## src/rtl/vga_sync_gen.sv

```systemverilog
// 640x480@60 VGA raster timing on clk_d with a p_tick pixel enable.
// Define SYNC_DELAY_EN to delay hsync/vsync by one pixel.
module vga_sync_gen #(
  parameter int CLK_DIV  = 4,
  parameter int H_ACTIVE = 640,
  parameter int H_FP     = 16,
  parameter int H_SYNC   = 96,
  parameter int H_BP     = 48,
  parameter int V_ACTIVE = 480,
  parameter int V_FP     = 10,
  parameter int V_SYNC   = 2,
  parameter int V_BP     = 33,
  parameter int SYNC_POL = 0
) (
  input  logic       clk_d,
  input  logic       rst_n,
  output logic       p_tick,
  output logic [9:0] pixel_x,
  output logic [9:0] pixel_y,
  output logic       video_on,
  output logic       hsync,
  output logic       vsync,
  output logic       frame_start
);

  localparam int H_TOTAL = H_ACTIVE + H_FP + H_SYNC + H_BP;
  localparam int V_TOTAL = V_ACTIVE + V_FP + V_SYNC + V_BP;
  localparam int DW = (CLK_DIV > 1) ? $clog2(CLK_DIV) : 1;

  localparam logic [DW-1:0] DIV_MAX = DW'(CLK_DIV - 1);
  localparam logic [9:0] H_MAX = 10'(H_TOTAL - 1);
  localparam logic [9:0] V_MAX = 10'(V_TOTAL - 1);
  localparam logic [9:0] H_VIS = 10'(H_ACTIVE);
  localparam logic [9:0] V_VIS = 10'(V_ACTIVE);
  localparam logic [9:0] HS_LO = 10'(H_ACTIVE + H_FP);
  localparam logic [9:0] HS_HI = 10'(H_ACTIVE + H_FP + H_SYNC - 1);
  localparam logic [9:0] VS_LO = 10'(V_ACTIVE + V_FP);
  localparam logic [9:0] VS_HI = 10'(V_ACTIVE + V_FP + V_SYNC - 1);
  localparam logic ACT = (SYNC_POL != 0);

  logic [DW-1:0] div_cnt;
  logic [9:0]    x_nx;
  logic [9:0]    y_nx;
  logic          hs_nx;
  logic          vs_nx;
  logic          hs_r;
  logic          vs_r;

  // With CLK_DIV=1 div_cnt stays 0 and p_tick is constantly 1.
  assign p_tick = (div_cnt == DIV_MAX);

  always_comb begin
    x_nx = pixel_x;
    y_nx = pixel_y;
    if (p_tick) begin
      if (pixel_x == H_MAX) begin
        x_nx = '0;
        y_nx = (pixel_y == V_MAX) ? '0 : pixel_y + 10'd1;
      end else begin
        x_nx = pixel_x + 10'd1;
      end
    end
  end

  assign hs_nx = (x_nx >= HS_LO) && (x_nx <= HS_HI);
  assign vs_nx = (y_nx >= VS_LO) && (y_nx <= VS_HI);

  always_ff @(posedge clk_d or negedge rst_n) begin
    if (!rst_n) begin
      div_cnt     <= '0;
      pixel_x     <= H_MAX;
      pixel_y     <= V_MAX;
      video_on    <= 1'b0;
      hs_r        <= ~ACT;
      vs_r        <= ~ACT;
      frame_start <= 1'b0;
    end else begin
      div_cnt     <= p_tick ? '0 : div_cnt + 1'b1;
      pixel_x     <= x_nx;
      pixel_y     <= y_nx;
      video_on    <= (x_nx < H_VIS) && (y_nx < V_VIS);
      hs_r        <= hs_nx ? ACT : ~ACT;
      vs_r        <= vs_nx ? ACT : ~ACT;
      frame_start <= p_tick && (x_nx == '0) && (y_nx == '0);
    end
  end

`ifdef SYNC_DELAY_EN
  logic hs_d;
  logic vs_d;

  // One pixel of lag lines sync up with pixel_gen's registered RGB.
  always_ff @(posedge clk_d or negedge rst_n) begin
    if (!rst_n) begin
      hs_d <= ~ACT;
      vs_d <= ~ACT;
    end else if (p_tick) begin
      hs_d <= hs_r;
      vs_d <= vs_r;
    end
  end

  assign hsync = hs_d;
  assign vsync = vs_d;
`else
  assign hsync = hs_r;
  assign vsync = vs_r;
`endif

endmodule

```

## config.mk

```make
export PLATFORM = sky130hd
export DESIGN_NAME = vga_sync_gen
export DESIGN_NICKNAME = d
export VERILOG_FILES = /design/src/rtl/vga_sync_gen.sv
export SDC_FILE = /design/constraint.sdc
export NUM_CORES = 1
export LEC_CHECK = 0
export BUFFER_PORTS_ARGS = -buffer_cell sky130_fd_sc_hd__buf_2
export CAP_MARGIN = 20
export CELL_PAD_IN_SITES_DETAIL_PLACEMENT = 1
export CELL_PAD_IN_SITES_GLOBAL_PLACEMENT = 1
export CORE_MARGIN = 5
export CORE_UTILIZATION = 44
export CTS_BUF_LIST = sky130_fd_sc_hd__clkbuf_4
export DETAILED_ROUTE_END_ITERATION = 16
export PLACE_DENSITY = 0.82
export SLEW_MARGIN = 20
export SYNTH_ARGS = -nofsm -noshare
export SYNTH_HDL_FRONTEND = slang
export SYNTH_SLANG_ARGS = --single-unit
```

## constraint.sdc

```tcl
create_clock -name clk_d -period 3.14 [get_ports clk_d]
set_clock_uncertainty 0.2 [all_clocks]
set_input_delay 0.628 -clock clk_d [delete_from_list [all_inputs] [get_ports clk_d]]
set_output_delay 0.628 -clock clk_d [all_outputs]
set_load 0.03 [all_outputs]
```

==> impl_metrics.env, run 1 <==
export IMPL_antenna_left=0
export IMPL_areaGrowthSynthToFinish_pct=13.4
export IMPL_grt_setup_unrepaired="no"
export IMPL_clockRootBuffer="clkbuf_4"
export IMPL_start_kind="flip-flop"
export IMPL_synthTopCellsByCount="o21ai_0 (18), nor3_1 (15), dfrtp_1 (14), nand2_1 (14), inv_1 (13)"
export IMPL_h_tree_depth=1
export IMPL_clock_power_share_pct=31.4
export IMPL_p_comb_share_pct=1.4
export IMPL_synth_xor_area_share_pct=5.35
export IMPL_place_congestion=0.855
export IMPL_power_per_cell_area_mw_per_mm2=269
export IMPL_drtIter0Drc=47
export IMPL_ys_warnings_count=0
export IMPL_drive_gt1_share_pct=26.3
export IMPL_worstHoldPathType="primary input to asynchronous set/reset pin"
export IMPL_power_internal_uw=394
export IMPL_cap_violations=0
export IMPL_async_reset_ff_share_pct=100
export IMPL_drt_wl_total_um=4330
export IMPL_setup_tns_ns=0
export IMPL_antenna_found_initial=0
export IMPL_coreArea_sq_mm=0.00363
export IMPL_synth_nets=186
export IMPL_dr_pass1_iters=4
export IMPL_max_freq_mhz=345
export IMPL_endpoint_kind="flip-flop"
export IMPL_ys_ff_latch=26
export IMPL_ys_top_cells_by_area="dfrtp_1 (21%), dfstp_2 (19%), o21ai_0 (5.5%)"
export IMPL_power_leakage_uw=0.000825
export IMPL_synth_cell_type_count=47
export IMPL_ir_drop_mv=0.139
export IMPL_outcome="finished clean"
export IMPL_crit_type="flip-flop to flip-flop"
export IMPL_synth_simple_area_share_pct=28.6
export IMPL_num_io_pins=27
export IMPL_nNetsFinal=212
export IMPL_portBuffers=26
export IMPL_route_detailed_drc=0
export IMPL_initial_utilization_pct=45.1
export IMPL_clkSinkCount=26
export IMPL_arrival_ns=2.94
export IMPL_grt_ovfl_total=0
export IMPL_setup_viol=0
export IMPL_critPathMaxFanout=9
export IMPL_cts_made_buffers=3
export IMPL_hold_viol=0
export IMPL_finalPower_uw=499
export IMPL_syn_cell_area_sq_mm=0.00164
export IMPL_synth_top_family_by_area="simple AND/OR/NAND/NOR gates"
export IMPL_grt_pass1_vias=1526
export IMPL_fillCellCount=455
export IMPL_synth_cells=180
export IMPL_period_minus_slack_ns=2.90
export IMPL_synth_area_per_cell_sq_um=9.10
export IMPL_synth_most_common_cell="o21ai_0"
export IMPL_swShare_pct=21.0
export IMPL_antennaDiodeCount=0
export IMPL_clk_latency_ns=0.32
export IMPL_row_count=22
export IMPL_grt_max_degree=27
export IMPL_worstSetupStartpoint="pixel_x[0]"
export IMPL_regArea_sq_um=666
export IMPL_maxSlewHeadroom_pct=60.6
export IMPL_synth_fa_ha_area_share_pct=3.06
export IMPL_dp_hpwl_um=3330
export IMPL_synth_top_area_share_pct=21.4
export IMPL_finalMaxSlewViolations=0
export IMPL_switchingPower_uw=105
export IMPL_die_y_um=71.0
export IMPL_wire_per_inst_um=17.1
export IMPL_die_x_um=71.0
export IMPL_synth_edf_count=0
export IMPL_tightest_slew_ns=0.591
export IMPL_synth_ff_type="dfrtp_1"
export IMPL_yosysSeqAreaShare_pct=40.6
export IMPL_synthMuxAreaShare_pct=2.44
export IMPL_path_clk_slew_ns=0.15
export IMPL_grt_pass1_wl_um=7290
export IMPL_synth_compound_area_share_pct=14.4
export IMPL_min_period_over_period_pct=92.4
export IMPL_dieArea_sq_mm=0.00504
export IMPL_r2r_start="pixel_x[0]"
export IMPL_cts_max_path_buffers=2
export IMPL_power_frac_seq_pct=67.2
export IMPL_yosysTopAreaCell="dfrtp_1"
export IMPL_multi_input_area_sq_um=900
export IMPL_viasPerCell=5.86
export IMPL_cts_tree="yes"
export IMPL_required_ns=3.18
export IMPL_vias=1482
export IMPL_grt_total_usage_pct=17.8
## state kept, by name (all words and copies together) (netlist names)
name / cells
pixel_x: 10
pixel_y: 10
div_cnt: 2
frame_start: 1
hsync: 1
video_on: 1
vsync: 1
## kinds of logic after synthesis
group                      after synthesis
and+or+nand+nor                         78
AOI/OAI and AO/OA                       37
DFF                                     26
xor gates and xnor gates                10
adders and majority gates                4
muxes                                    4
buffers and inverters                   21
## cells in the final DEF, fill, tap and decap left out, drive strengths merged, types with 6 or more instances in the layout
cell type,Yosys,routed
nor3,16,16
buf,5,29
inv,13,13
nor2,7,7
o21ai,18,18
nand3,10,10
dfrtp,14,14
dfstp,12,12
nand4,6,6
nand2,14,14
a21oi,6,6
## path summary, 6_finish.rpt
path / slack [ns] / endpoint / cells after the start
max in group asynchronous: 2.26 / pixel_y[9] / 1
worst max-delay path: 0.24 / frame_start / 7
worst min-delay path: 0.09 / pixel_x[5] / 1
worst max register to register: 0.24 / frame_start / 7
worst min register to register: 0.24 / div_cnt[0] / 1
min in group clk_d: 0.24 / div_cnt[0] / 1
## cell type report
class	count	area share (%)
clock buffers	4	1.62
inverters	13	2.63
multi-input cells	133	48.5
flip-flops and latches	26	35.8
well taps	48	3.23
repair buffers	29	8.22
## timing repair
action | in CTS | in global routing
resized for setup | 0 | 3
setup endpoints to repair | 0 | 3
hold buffers | 0 | 0
setup buffers | 0 | 1
## power groups by stage
stage	registers (uW)	logic (uW)	clock network, uW
4_1_cts	336	7.43	166
5_1_grt	336	8.39	184
3_3_place_gp	341	7.26	0
6_report	336	6.85	157
2_1_floorplan	341	0.000376	0
3_5_place_dp	341	7.40	0
## through the flow
step | util [%] | hold WS [ns] | instance area, sq um | std cells | worst slack [ns]
after floorplan | - | 0.132 | 1640 | 180 | 0.358
after global placement | 49.6 | 0.214 | 1800 | 248 | 0.302
after detailed placement | 49.6 | 0.226 | 1800 | 248 | 0.159
after CTS | 50.4 | 0.0967 | 1830 | 252 | 0.137
after global routing | 51.1 | 0.110 | 1860 | 253 | 0.0400
final | 51.1 | 0.0899 | 1860 | 253 | 0.239
## worst max-delay path: stages, from the launching register on
cell,delay (ns)
dfstp_2,0.64
ha_2,0.26
and4_1,0.33
nand4_4,0.18
o21a_1,0.23
or2_1,0.23
or4_1,0.54
nor4_2,0.21
## per-layer routing
metal,share of wire [%],track usage (%),vias to the layer above
li1,-,-,711
met1,43,21.1,743
met2,53,33.7,24
met3,3.4,2.13,4
met4,0.76,4.38,0
met5,0,0,-
(Power assumes the default switching activity.)
==> inputs of run 2 (changes only) <==
clock period = 3.08 ns   (was 3.14 ns; I/O delays follow)
==> impl_metrics.env, run 2 (synthesized netlist as in run 1, its figures left out) <==
export IMPL_outcome="finished clean"
export IMPL_h_tree_depth=1
export IMPL_cap_violations=0
export IMPL_grt_total_usage_pct=18.1
export IMPL_nNetsFinal=214
export IMPL_antenna_left=0
export IMPL_largest_registers="pixel_x: 10 flops, pixel_y: 10 flops, div_cnt: 2 flops"
export IMPL_grt_max_degree=27
export IMPL_num_io_pins=27
export IMPL_grt_setup_unrepaired="no"
export IMPL_regArea_sq_um=666
export IMPL_min_period_over_period_pct=94.8
export IMPL_row_count=22
export IMPL_clkSinkCount=26
export IMPL_path_delay_family="simple AND/OR/NAND/NOR gates"
export IMPL_placed_area_sq_mm=0.00182
export IMPL_die_y_um=71.0
export IMPL_initial_utilization_pct=45.1
export IMPL_hold_viol=0
export IMPL_drive_gt1_share_pct=27.1
export IMPL_clockRootBuffer="clkbuf_4"
export IMPL_antenna_found_initial=0
export IMPL_crit_chain="ha_1 > and4_2 > nand4_4 > buf_4 > nand3_1 > o21ai_0 > or4_1 > nor4_2"
export IMPL_drtIter0Drc=73
export IMPL_clk_latency_ns=0.32
export IMPL_grt_ovfl_total=0
export IMPL_cts_tree="yes"
export IMPL_max_freq_mhz=343
export IMPL_ir_drop_mv=0.229
export IMPL_grt_pass1_vias=1528
export IMPL_die_x_um=71.0
export IMPL_fillCellCount=452
export IMPL_cpMaxStageDelayCell="dfstp_2"
export IMPL_cts_max_path_buffers=2
export IMPL_crit_type="flip-flop to flip-flop"
export IMPL_instances_no_fill=255
export IMPL_tightest_slew_ns=0.586
export IMPL_required_ns=3.12
export IMPL_maxSlewHeadroom_pct=60.9
export IMPL_path_clk_slew_ns=0.15
export IMPL_slowest_delay_ns=0.62
export IMPL_endpoint_kind="flip-flop"
export IMPL_period_minus_slack_ns=2.92
export IMPL_arrival_ns=2.96
export IMPL_areaGrowthSynthToFinish_pct=15.6
export IMPL_final_cell_mix="buf_2 (26), o21ai_0 (18), nand2_1 (14), nor3_1 (14), dfrtp_1 (14)"
export IMPL_coreArea_sq_mm=0.00363
export IMPL_grt_pass1_wl_um=7420
export IMPL_dp_hpwl_um=3370
export IMPL_vias=1493
export IMPL_fin_hold_ws_ns=0.0760
export IMPL_pre_cts_ws_ns=0.118
export IMPL_finalMaxSlewViolations=0
export IMPL_start_kind="flip-flop"
export IMPL_final_common_cell="buf_2"
export IMPL_fin_area_sq_mm=0.00189
export IMPL_dr_pass1_iters=4
export IMPL_power_leakage_uw=0.000848
export IMPL_hold_buffers=0
export IMPL_multi_input_area_sq_um=898
export IMPL_critPathMaxFanout=16
export IMPL_cts_made_buffers=3
export IMPL_setup_viol=0
export IMPL_regToRegSetupSlack_ns=0.16
export IMPL_fin_ws_ns=0.161
export IMPL_setup_tns_ns=0
export IMPL_place_congestion=0.912
export IMPL_route_detailed_drc=0
export IMPL_wire_per_inst_um=17.5
export IMPL_drt_wl_total_um=4450
export IMPL_portBuffers=26
export IMPL_antennaDiodeCount=0
export IMPL_worstHoldPathType="primary input to asynchronous set/reset pin"
export IMPL_worst_path_buf_inv=1
export IMPL_placedCellCount=250
export IMPL_viasPerCell=5.85
export IMPL_power_per_cell_area_mw_per_mm2=308
export IMPL_dieArea_sq_mm=0.00504
## run 2: repair_timing
action                                  4_1_cts  5_1_grt
endpoints found under the setup margin        0        3
hold endpoints to repair                      0        0
resized for setup                             0        3
setup buffers                                 0        1
## run 2: cell type report
cell class                 instances  share of cell area [%]
tap                               48                    3.17
clock inverter                     1                    1.59
timing repair buffer              31                    8.86
inverter                          13                    2.58
multi-input combinational        133                    47.5
clock buffer                       3                    1.19
sequential                        26                    35.2
## run 2: worst paths after layout
check	start	endpoint	cells past startpoint
worst max-delay path	pixel_x[0]	frame_start	8
worst min-delay path	rst_n	pixel_x[7]	1
worst max register to register	pixel_x[0]	frame_start	8
worst min register to register	div_cnt[0]	div_cnt[0]	1
max in group asynchronous	rst_n	pixel_x[1]	1
min in group clk_d	div_cnt[0]	div_cnt[0]	1
## run 2: routing by layer
metal	GRT usage (%)	vias up	wire length (um)
li1	-	714	-
met1	20.9	738	1870
met2	33.6	30	2330
met3	3.13	11	164
met4	5.85	0	95
met5	0	-	0
## run 2: metrics by stage
stage / power (uW) / utilization, %
final: 583 / 52.1
after global routing: 611 / 52.1
after CTS: 593 / 51.5
after detailed placement: 356 / 50.0
after global placement: 355 / 50.0
after floorplan: 348 / -
## run 2: where the power goes
part / internal (uW) / total, uW / switching [uW]
Clock: 131 / 234 / 102
Combinational: 0.454 / 6.93 / 6.47
Sequential: 342 / 342 / 0
Total: 474 / 583 / 109
